$ cat config.mk
export PLATFORM = sky130hd
export DESIGN_NAME = fb_scheduler
export DESIGN_NICKNAME = d
export VERILOG_FILES = /design/src/rtl/fb_pkg.sv /design/src/rtl/fb_addr_gen.sv /design/src/rtl/fb_scheduler.sv
export SDC_FILE = /design/constraint.sdc
export NUM_CORES = 1
export LEC_CHECK = 0
export ABC_AREA = 1
export ABC_CLOCK_PERIOD_IN_PS = 2100
export BUFFER_PORTS_ARGS = -buffer_cell sky130_fd_sc_hd__buf_2
export CAP_MARGIN = 20
export CORE_UTILIZATION = 43
export CTS_BUF_LIST = sky130_fd_sc_hd__clkbuf_4
export DETAILED_ROUTE_END_ITERATION = 7
export PLACE_DENSITY_LB_ADDON = 0.05
export SLEW_MARGIN = 20
export SYNTH_ARGS = -nofsm -noshare
export SYNTH_HDL_FRONTEND = slang
export SYNTH_HIERARCHICAL = 1
export SYNTH_SLANG_ARGS = --single-unit
$ cat constraint.sdc
create_clock -name clk -period 2.1 [get_ports clk]
set_input_delay 0.21 -clock clk [delete_from_list [all_inputs] [get_ports clk]]
set_output_delay 0.21 -clock clk [all_outputs]
set_load 0.1 [all_outputs]
$ cat src/rtl/fb_pkg.sv
// fb_pkg: shared state type and default geometry for the frame-buffer scheduler
package fb_pkg;
  typedef enum logic {RUN, CLEAR} state_e;
  localparam int DEF_ADDR_WIDTH = 14;
  localparam int DEF_DATA_WIDTH = 8;
  localparam int DEF_LINE_BYTES = 64;
  localparam int DEF_COL_W = $clog2(DEF_LINE_BYTES);
  localparam int DEF_LINE_W = DEF_ADDR_WIDTH - DEF_COL_W;
endpackage

$ cat src/rtl/fb_addr_gen.sv
// fb_addr_gen: line/column counter with frame/line restart, step, column wrap and sticky end-of-line flag
module fb_addr_gen
  import fb_pkg::*;
#(
  parameter int LINE_W = DEF_LINE_W,
  parameter int COL_W = DEF_COL_W
) (
  input  logic                    clk,
  input  logic                    rst,
  input  logic                    frame_start,
  input  logic                    line_start,
  input  logic                    step,
  output logic [LINE_W+COL_W-1:0] addr,
  output logic                    eol
);
  logic [LINE_W-1:0] line_q, line_d, line_e;
  logic [COL_W-1:0] col_q, col_d, col_e;
  logic eol_q, eol_d;
  always_comb begin
    line_e = frame_start ? '0 : line_start ? line_q + LINE_W'(1) : line_q;
    col_e = (frame_start | line_start) ? '0 : col_q;
    eol = (frame_start | line_start) ? 1'b0 : eol_q;
    addr = {line_e, col_e};
    line_d = line_e;
    col_d = col_e + COL_W'(step);
    eol_d = eol | (step & (&col_e));
  end
  always_ff @(posedge clk) begin
    if (rst) begin
      line_q <= '0;
      col_q <= '0;
      eol_q <= 1'b0;
    end else begin
      line_q <= line_d;
      col_q <= col_d;
      eol_q <= eol_d;
    end
  end
endmodule

$ cat src/rtl/fb_scheduler.sv
// fb_scheduler: turns capture bytes and VGA fetch strobes into frame-buffer RAM write/read cycles, with a clear sweep
module fb_scheduler
  import fb_pkg::*;
#(
  parameter int ADDR_WIDTH = DEF_ADDR_WIDTH,
  parameter int DATA_WIDTH = DEF_DATA_WIDTH,
  parameter int LINE_BYTES = DEF_LINE_BYTES
) (
  input  logic                  clk,
  input  logic                  rst,
  input  logic                  cap_valid,
  output logic                  cap_ready,
  input  logic [DATA_WIDTH-1:0] cap_data,
  input  logic                  cap_line_start,
  input  logic                  cap_frame_start,
  input  logic                  clear_req,
  output logic                  clear_busy,
  output logic                  clear_done,
  output logic                  line_overrun,
  input  logic                  vga_rd_en,
  input  logic                  vga_line_start,
  input  logic                  vga_frame_start,
  output logic                  pix_valid,
  output logic                  ram_we,
  output logic [ADDR_WIDTH-1:0] ram_waddr,
  output logic [DATA_WIDTH-1:0] ram_din,
  output logic [ADDR_WIDTH-1:0] ram_raddr
);
  localparam int COL_W = $clog2(LINE_BYTES);
  localparam int LINE_W = ADDR_WIDTH - COL_W;
  state_e state_q, state_d;
  logic [ADDR_WIDTH-1:0] sweep_q, sweep_d, waddr_q, waddr_d, raddr_q, raddr_d, w_addr, r_addr;
  logic [DATA_WIDTH-1:0] din_q, din_d;
  logic we_q, we_d, ovr_q, ovr_d, done_q, done_d, rv_q, rv_d, pv_q, pv_d;
  logic run, accept, last, w_eol, rd_eol_unused;
  fb_addr_gen #(.LINE_W(LINE_W), .COL_W(COL_W)) u_wgen (
    .clk(clk), .rst(rst),
    .frame_start((run & cap_frame_start) | last),
    .line_start(run & cap_line_start),
    .step(accept),
    .addr(w_addr), .eol(w_eol)
  );
  fb_addr_gen #(.LINE_W(LINE_W), .COL_W(COL_W)) u_rgen (
    .clk(clk), .rst(rst),
    .frame_start(vga_frame_start),
    .line_start(vga_line_start),
    .step(vga_rd_en),
    .addr(r_addr), .eol(rd_eol_unused)
  );
  always_comb begin
    run = state_q == RUN;
    accept = cap_valid & run;
    last = ~run & (&sweep_q);
    state_d = run ? (clear_req ? CLEAR : RUN) : (last ? RUN : CLEAR);
    sweep_d = run ? '0 : sweep_q + ADDR_WIDTH'(1);
    we_d = run ? accept & ~w_eol : 1'b1;
    waddr_d = run ? w_addr : sweep_q;
    din_d = run ? cap_data : '0;
    ovr_d = ovr_q | (accept & w_eol);
    done_d = last;
    raddr_d = vga_rd_en ? r_addr : raddr_q;
    rv_d = vga_rd_en;
    pv_d = rv_q;
  end
  always_ff @(posedge clk) begin
    if (rst) begin
      state_q <= RUN;
      sweep_q <= '0;
      we_q <= 1'b0;
      waddr_q <= '0;
      din_q <= '0;
      ovr_q <= 1'b0;
      done_q <= 1'b0;
      raddr_q <= '0;
      rv_q <= 1'b0;
      pv_q <= 1'b0;
    end else begin
      state_q <= state_d;
      sweep_q <= sweep_d;
      we_q <= we_d;
      waddr_q <= waddr_d;
      din_q <= din_d;
      ovr_q <= ovr_d;
      done_q <= done_d;
      raddr_q <= raddr_d;
      rv_q <= rv_d;
      pv_q <= pv_d;
    end
  end
  assign cap_ready = run;
  assign clear_busy = ~run;
  assign clear_done = done_q;
  assign line_overrun = ovr_q;
  assign pix_valid = pv_q;
  assign ram_we = we_q;
  assign ram_waddr = waddr_q;
  assign ram_din = din_q;
  assign ram_raddr = raddr_q;
endmodule

==> flow_summary.json <==
{
  "status": "finished, final reports clean",
  "holdPathStages": 3,
  "clkTransAtPathRegs_ns": 0.14,
  "slew_headroom_pct": 66.3,
  "insertion_delay_ns": 0.42,
  "ant_nets": 0,
  "internal_power_uw": 2100,
  "hold_class": "in -> reg",
  "crit_slowest_cell": "dfxtp_2",
  "grt.total_usage_pct": 18.9,
  "fin_crit_sh_pct": 92.0,
  "setup_tns_ns": 0,
  "syn-instance-count": 500,
  "hold_end": "ram_we",
  "io_pins": 59,
  "mappedNetlistArea_mm2": 0.00365,
  "tritoncts": "done",
  "cts_buffer_depth": 2,
  "crit_fanout": 5,
  "portBuffers": 58,
  "fin_crit_ns": 1.93,
  "ir_worst_vdd_uv": 441,
  "power_density_mw_per_mm2": 695,
  "pwr-share-clk_pct": 29.8,
  "start_util_pct": 44.4,
  "drt_pass1_iterations": 4,
  "syn-num-nets": 522,
  "crit_type": "reg -> reg",
  "grt_overflow": 0,
  "syn_area_per_cell_um2": 7.29,
  "grt_pass1_wl_um": 12900,
  "finalInstanceArea_mm2": 0.00434,
  "placed_cell_area_mm2": 0.00406,
  "power_uw": 3010,
  "r2r_setup_slack_ns": 0.17,
  "die_h_um": 94.1,
  "num_vias": 3219,
  "cp_cell_sequence": "ha_1 -> nand2_2 -> nor2_4 -> nand2_2 -> nor2_4 -> nand3_2 -> nand2_2 -> nor2_4 -> nand2_1 -> inv_2 -> ha_4 -> nand3_4 -> nor2_2 -> buf_4 -> nor2_1",
  "leakagePower_uw": 0.00200,
  "numCtsBuffers": 9,
  "stdcell_count": 687,
  "hpwl_um": 5500,
  "drtIter0Drc": 144,
  "nets": 599,
  "r2r_start": "sweep_q[0]",
  "htree_levels": 3,
  "combPwrFrac_pct": 14.8,
  "placedCellCount": 658,
  "fmax_mhz": 518,
  "antennaDiodeCount": 0,
  "crit_arrival_ns": 2.31,
  "grt_pass1_vias": 2815,
  "finalHoldViolations": 0,
  "drt-wirelength-per-cell_um": 11.2,
  "tightest_slew_ns": 0.504,
  "vias_per_cell": 4.69,
  "drive_above_1_share_pct": 22.0,
  "cts_root_buf": "clkbuf_4",
  "required_ns": 2.48,
  "p_sw_uw": 916,
  "antenna_found_initial": 0,
  "area_growth_pct": 18.9,
  "swShare_pct": 30.4,
  "fp.dieW_um": 94.1,
  "drv_cap": 0,
  "gp_congestion": 0.895,
  "grt_max_degree": 33,
  "yosys_warnings": 6,
  "r2r_cells": 15,
  "worstSetupEndpointType": "flip-flop",
  "hp-start": "cap_valid",
  "setup_violations": 0,
  "cpPeakStageDelay_ns": 0.38,
  "startpoint_type": "flip-flop",
  "die-area_mm2": 0.00885,
  "finalMaxSlewViolations": 0,
  "finalWirelength_um": 7690,
  "rows": 33,
  "finClkSkew_ns": 0.0170,
  "timing.rr.end": "u_wgen/col_q[2]",
  "pwr-share-seq_pct": 55.5,
  "core_mm2": 0.00822,
  "drc": 0,
  "cts_sinks": 85
}
==> routing by layer <==
layer | vias up | share of wire, % | global-route usage, %
met2 | 71 | 45 | 29.4
met1 | 1430 | 49 | 25.5
met3 | 6 | 5.1 | 5.34
li1 | 1712 | - | -
met4 | 0 | 0.79 | 5.00
met5 | - | 0 | 0
==> timing repair <==
item / CTS / global route
resized for setup: 0 / 8
hold endpoints to repair: 8 / 0
buffers inserted: 1 / 4
hold buffers: 8 / 0
setup endpoints to repair: 3 / 10
pin swaps: 1 / 2
==> worst max-delay path by stage <==
stage | from | to
3_3_place_gp | sweep_q[0] | u_wgen/col_q[5]
6_report | sweep_q[0] | u_wgen/col_q[2]
4_1_cts | sweep_q[1] | u_wgen/col_q[3]
2_1_floorplan | clear_busy | u_wgen/col_q[5]
5_1_grt | sweep_q[0] | u_wgen/col_q[5]
3_5_place_dp | sweep_q[0] | u_wgen/col_q[5]
==> layout by cell type (no fill, tap or decap), drive strengths merged, types with 4 or more instances in the layout <==
master         n
clkinv         6
a21oi         22
ha             5
o21ai         32
nand3         35
dlygate4sd3    8
nand4          4
buf           70
clkbuf         9
nor4           6
inv           78
nor2         112
dfxtp         85
nand2         94
nor3          11
==> power groups by stage <==
stage	combinational, uW	sequential (uW)	clock (uW)
after floorplan	146	1910	0
after global routing	479	1680	1010
after global placement	426	1710	0
after detailed placement	428	1710	0
final	445	1670	898
after CTS	442	1670	940
==> worst max-delay path, delay by kind of cell, from the launching register on <==
kind                     cells  cell delay, ns
flip-flops                   1            0.38
adder cells (fa/ha/maj)      2            0.35
buffers and inverters        2            0.19
AND/OR/NAND/NOR             11            0.96
==> flip-flops by register name (all words and copies together), names as in the netlist <==
name,count
u_rgen/line_q,8
ram_we,1
ram_raddr,14
ram_waddr,14
u_wgen/line_q,8
clear_done,1
pv_d,1
u_wgen/col_q,6
pix_valid,1
sweep_q,14
clear_busy,1
ram_din,8
u_wgen/eol_q,1
u_rgen/col_q,6
line_overrun,1
==> cell type report <==
type                    count  area [um2]
clock buffers               9        67.6
repair buffers             78         460
clock inverters             7        66.3
inverters                  79         302
well taps                 105         131
flip-flops and latches     85        1710
multi-input cells         324        1600
fillers                   823        3880
==> stage by stage <==
stage	setup slack [ns]	utilization, %	hold WS [ns]
after floorplan	0.00134	-	0.287
after global placement	0.0488	49.4	0.398
after detailed placement	-0.0429	49.4	0.396
after CTS	0.0159	52.1	0.0294
after global routing	-0.0207	52.8	0.0237
final	0.168	52.8	0.0579
No activity file was read; power rests on OpenSTA's default activity.
